==> src/rtl/tnn_neuron_sequencer.sv <==
// Time-multiplexes one 7-slot ternary neuron core across a whole TNN layer,
// routing features per neuron from a programmable table and collecting result bits.
module tnn_neuron_sequencer #(
    parameter int N_NEURONS = 8,
    localparam int NW = (N_NEURONS > 1) ? $clog2(N_NEURONS) : 1
) (
    input  logic                 clk,
    input  logic                 rst,
    input  logic                 cfg_we,
    input  logic [NW-1:0]        cfg_neuron,
    input  logic [2:0]           cfg_slot,
    input  logic [2:0]           cfg_sel,
    output logic                 cfg_err,
    input  logic                 in_valid,
    output logic                 in_ready,
    input  logic [13:0]          in_feat,
    output logic [13:0]          core_in,
    input  logic                 core_out,
    output logic                 out_valid,
    input  logic                 out_ready,
    output logic [N_NEURONS-1:0] out_bits,
    output logic                 busy
);

    typedef enum logic [1:0] {
        IDLE,
        RUN,
        OUT
    } state_t;

    state_t                state_q, state_d;
    logic [NW-1:0]         idx_q, idx_d;
    logic [13:0]           feat_q, feat_d;
    logic [13:0]           core_in_q, core_in_d;
    logic [N_NEURONS-1:0]  bits_q, bits_d;
    logic                  cfg_err_q, cfg_err_d;
    logic                  in_ready_q, in_ready_d;
    logic                  out_valid_q, out_valid_d;
    logic                  busy_q, busy_d;
    logic                  wr_ok;

    // One row per neuron; slot s selector lives at [3s+2:3s], 7 = drive zero.
    logic [20:0]           tbl_q [N_NEURONS];
    logic [20:0]           tbl_d [N_NEURONS];

    function automatic logic [13:0] route(input logic [13:0] f,
                                          input logic [20:0] row);
        logic [13:0] r;
        int          sel;
        r = '0;
        for (int s = 0; s < 7; s++) begin
            sel = int'(row[3*s +: 3]);
            if (sel != 7) begin
                r[2*s +: 2] = f[2*sel +: 2];
            end
        end
        return r;
    endfunction

    always_comb begin
        state_d   = state_q;
        idx_d     = idx_q;
        feat_d    = feat_q;
        core_in_d = core_in_q;
        bits_d    = bits_q;
        tbl_d     = tbl_q;
        cfg_err_d = 1'b0;

        wr_ok = cfg_we && (state_q == IDLE) && (cfg_slot != 3'd7)
                && (int'(cfg_neuron) < N_NEURONS);
        if (wr_ok) begin
            tbl_d[cfg_neuron][3*int'(cfg_slot) +: 3] = cfg_sel;
        end
        cfg_err_d = cfg_we && !wr_ok;

        unique case (state_q)
            IDLE: begin
                core_in_d = '0;
                if (in_valid) begin
                    feat_d    = in_feat;
                    idx_d     = '0;
                    bits_d    = '0;
                    // Uses tbl_d so a same-edge write is already visible.
                    core_in_d = route(in_feat, tbl_d[0]);
                    state_d   = RUN;
                end
            end
            RUN: begin
                bits_d[idx_q] = core_out;
                if (idx_q == NW'(N_NEURONS - 1)) begin
                    state_d   = OUT;
                    core_in_d = '0;
                end else begin
                    idx_d     = idx_q + NW'(1);
                    core_in_d = route(feat_q, tbl_q[idx_d]);
                end
            end
            OUT: begin
                if (out_ready) begin
                    state_d = IDLE;
                end
            end
            default: begin
                state_d   = IDLE;
                core_in_d = '0;
            end
        endcase

        in_ready_d  = (state_d == IDLE);
        out_valid_d = (state_d == OUT);
        busy_d      = (state_d == RUN) || (state_d == OUT);
    end

    always_ff @(posedge clk) begin
        if (rst) begin
            state_q     <= IDLE;
            idx_q       <= '0;
            feat_q      <= '0;
            core_in_q   <= '0;
            bits_q      <= '0;
            cfg_err_q   <= 1'b0;
            in_ready_q  <= 1'b1;
            out_valid_q <= 1'b0;
            busy_q      <= 1'b0;
            for (int n = 0; n < N_NEURONS; n++) begin
                tbl_q[n] <= {7{3'd7}};
            end
        end else begin
            state_q     <= state_d;
            idx_q       <= idx_d;
            feat_q      <= feat_d;
            core_in_q   <= core_in_d;
            bits_q      <= bits_d;
            cfg_err_q   <= cfg_err_d;
            in_ready_q  <= in_ready_d;
            out_valid_q <= out_valid_d;
            busy_q      <= busy_d;
            for (int n = 0; n < N_NEURONS; n++) begin
                tbl_q[n] <= tbl_d[n];
            end
        end
    end

    assign cfg_err   = cfg_err_q;
    assign in_ready  = in_ready_q;
    assign core_in   = core_in_q;
    assign out_valid = out_valid_q;
    assign out_bits  = bits_q;
    assign busy      = busy_q;

endmodule

==> config.mk <==
export PLATFORM = sky130hd
export DESIGN_NAME = tnn_neuron_sequencer
export DESIGN_NICKNAME = d
export VERILOG_FILES = /design/src/rtl/tnn_neuron_sequencer.sv
export SDC_FILE = /design/constraint.sdc
export NUM_CORES = 1
export LEC_CHECK = 0
export CORE_MARGIN = 1
export CORE_UTILIZATION = 45
export DETAILED_ROUTE_END_ITERATION = 12
export SETUP_SLACK_MARGIN = 0.02
export SLEW_MARGIN = 20
export SYNTH_ARGS = -nofsm -noshare
export SYNTH_HDL_FRONTEND = slang
export SYNTH_SLANG_ARGS = --single-unit
export TNS_END_PERCENT = 1
==> constraint.sdc <==
create_clock -name clk -period 6.2 [get_ports clk]
set_input_delay 1.24 -clock clk [delete_from_list [all_inputs] [get_ports clk]]
set_output_delay 1.24 -clock clk [all_outputs]
set_load 0.1 [all_outputs]
==> run metrics <==
total global routing overflow=0; initial antenna violation count=0; Worst Max-Slew Pin Slew=1.13 ns; nets=1355; Die Wd=165 µm; Yosys cell types=71; Required @ worst endpoint=6.60 ns; Filler Cell Count=2454; vias in the first global route=9616; Hold WS=0.457 ns; Leak=4.29 nW; asr flop ratio synth=0%; vias per inst=6.08; worst min-delay path class=reg -> reg; simple-gate share of the synthesized area=22.3%; RSZ-0062 raised after global routing=no; Synth Flop Type=dfxtp_1; multi-input logic area=0.00714 mm²; DPL Wire Length=24.7 mm; Final setup viols=0; Syn Area/Cell=8.99 µm²; port bufs=54; Peak Freq=212 MHz; Sequential Area=0.00427 mm²; IO Pins=55; ratio of cells with drive above 1 in the final layout=12.3%; final-report max-slew violation count=0; R2R depth=9; Period minus WS final=4.72 ns; CTS Buf Count=25; critical path, cell by cell=clkdlybuf4s50_1 > inv_1 > ha_1 > xnor2_1 > nand4_1 > mux2i_1 > mux2i_1 > mux2i_1 > mux2i_1 > o211ai_1; most common cell type on the critical path=mux2i_1; largest net degree at the start of global routing=118; Buf/Inv on CP=2; Routed WL=36.7 mm; flops & latches, synth=213; Worst EP arrival=5.12 ns; crit path launch type=input pin; Post-Synth Adder-Cell Area=0.736%; Syn Nets=1360; Area Growth Syn to Fin=11.7%; root buf cell=clkbuf_16; pwr dens=231 mW/mm²; die height=165 µm; Final ANT Viol Nets=0; DP Area=0.0125 mm²; crit path capture type=register; compound-cell area share of the yosys netlist=17.7%; EDFF count, synth=0; slowest CP cell=mux2i_1; Clock Pin Slew Worst Setup and Hold Paths=0.06 ns; mapped cell area=0.0119 mm²; core region area=0.0260 mm²; Post-CTS Setup Inserts=0; clock sinks=213; Final Cycle Share=76.2%; setup TNS=0 ns; Peak VDD IR=0.217 mV; Hold Vio Cnt, Final=0; row cnt=59; via count=10100; Post-CTS Resized=0; post-synthesis xor/xnor area fraction=0.0736%; initial core utilization=45.8%; placed cells=1626; Slew HR=24.8%; max_cap viols=0; WP depth=10; fin cells=1667; Ys Warns=0; GP Congestion=0.908; post-route cell area=0.0133 mm²; CTS max path bufs=3; status=finished, final reports clean; critical path's largest stage delay=0.90 ns; DR pass1 iterations=5; multiplexer area fraction after synthesis=19.1%; htree depth=1; critical path's top delay family=multiplexers; Clock Skews=0.0206 ns; die area=0.0271 mm²; CTS Hold Bufs=0; CTS tree=yes; CP Max Fanout=13; clk_lat worst skew=0.53 ns; Seq/Total Area, Yosys=35.8%; Syn Inst Count=1324; first-pass GRT wire length=56.8 mm; Hold Crit Depth=1; drt wl/cell=22.0 µm; Setup Crit Path Kind=in -> reg; Detailed Route Iter0 Violations=916; drt drc=0; Antenna diodes=0; main combinational cell family by area after synthesis=simple AND/OR/NAND/NOR gates; gr usage total=27.3%
==> layout make-up <==
class | instances | share of cell area, %
clock buffers | 35 | 5.51
clock inverters | 5 | 0.216
inverters | 11 | 0.310
multi-input cells | 996 | 53.7
flip-flops and latches | 213 | 32.1
well taps | 335 | 3.15
repair buffers | 72 | 5.02
==> power by group <==
part | total (mW) | internal [mW] | switching, mW
logic | 0.288 | 0.0965 | 0.191
registers | 1.40 | 1.38 | 0.0207
clock network | 1.38 | 0.813 | 0.570
==> routing by layer <==
metal / vias to the layer above / share of wire [%] / routed length, µm / global-route usage [%]
met2: 278 / 45 / 16600 / 43.8
met3: 31 / 5.5 / 2010 / 3.99
li1: 4794 / - / - / -
met4: 0 / 1.2 / 455 / 5.05
met5: - / 0 / 0 / 0
met1: 5032 / 48 / 17700 / 39.1
==> worst paths after layout <==
kind	start	end	slack (ns)
worst max-delay path	cfg_slot[0]	core_in[2]	1.48
worst min-delay path	tbl_q[94]	tbl_q[94]	0.46
worst max register to register	idx_q[1]	core_in[12]	2.32
worst min register to register	tbl_q[94]	tbl_q[94]	0.46
==> cell usage after synthesis (all sizes together), types with 2 or more instances <==
cell / number / area share [%]
dfxtp: 213 / 36
nor3: 17 / 0.80
or2: 6 / 0.32
o221a: 3 / 0.28
nand2b: 44 / 2.3
mux4: 35 / 6.6
nor4b: 2 / 0.27
a221oi: 11 / 1.1
nor2: 121 / 4.0
nand4: 5 / 0.26
o221ai: 4 / 0.29
nand3: 34 / 1.4
mux2i: 103 / 9.2
a21boi: 2 / 0.13
and3b: 2 / 0.15
o31ai: 6 / 0.38
a32oi: 2 / 0.15
o311ai: 3 / 0.22
o21bai: 8 / 0.50
buf: 31 / 1.6
nand2: 144 / 4.6
o21ba: 2 / 0.17
mux2: 35 / 3.3
clkbuf: 73 / 2.3
a21oi: 44 / 1.8
a211oi: 7 / 0.48
o21a: 3 / 0.19
nor2b: 48 / 2.5
a211o: 75 / 5.6
ha: 7 / 0.74
and3: 7 / 0.37
a221o: 3 / 0.25
o2111ai: 2 / 0.15
o21ai: 94 / 4.0
o211ai: 16 / 1.1
or3: 4 / 0.21
and4: 2 / 0.15
o2bb2ai: 2 / 0.15
a31oi: 2 / 0.11
inv: 11 / 0.35
nand3b: 63 / 4.0
nor3b: 5 / 0.32
and2: 6 / 0.32
a22oi: 9 / 0.57
==> kinds of logic (layout without fill, tap and decap cells) <==
kind of cell	count (synthesis)	after routing
xor+xnor	1	1
flops	213	213
mux	173	173
simple gates	515	515
compound gates	300	300
buf+inv	115	123
fa+ha+maj	7	7
==> metrics by stage <==
stage	worst slack [ns]	utilization [%]	power (mW)
CTS	1.64	51.1	3.10
finish	1.48	51.2	3.07
global route	1.25	51.2	3.18
detailed placement	1.11	48.2	1.72
global placement	1.18	48.2	1.71
floorplan	2.48	-	1.62
==> cell usage in the layout, fill, tap and decap left out, types with 48 or more instances in the layout <==
cell type	instances
dfxtp_1	212
nand2_1	143
nor2_1	117
mux2i_1	94
o21ai_0	89
a211o_1	74
nand3b_1	63
clkdlybuf4s50_1	52
nor2b_1	48
==> sequential cells by signal (all words and copies together) (netlist names) <==
signal / flops
feat_q: 14
state_q: 2
core_in: 14
busy: 1
out_bits: 8
out_valid: 1
in_ready: 1
tbl_q: 168
idx_q: 3
cfg_err: 1
Power figures use the tool's default switching activity.
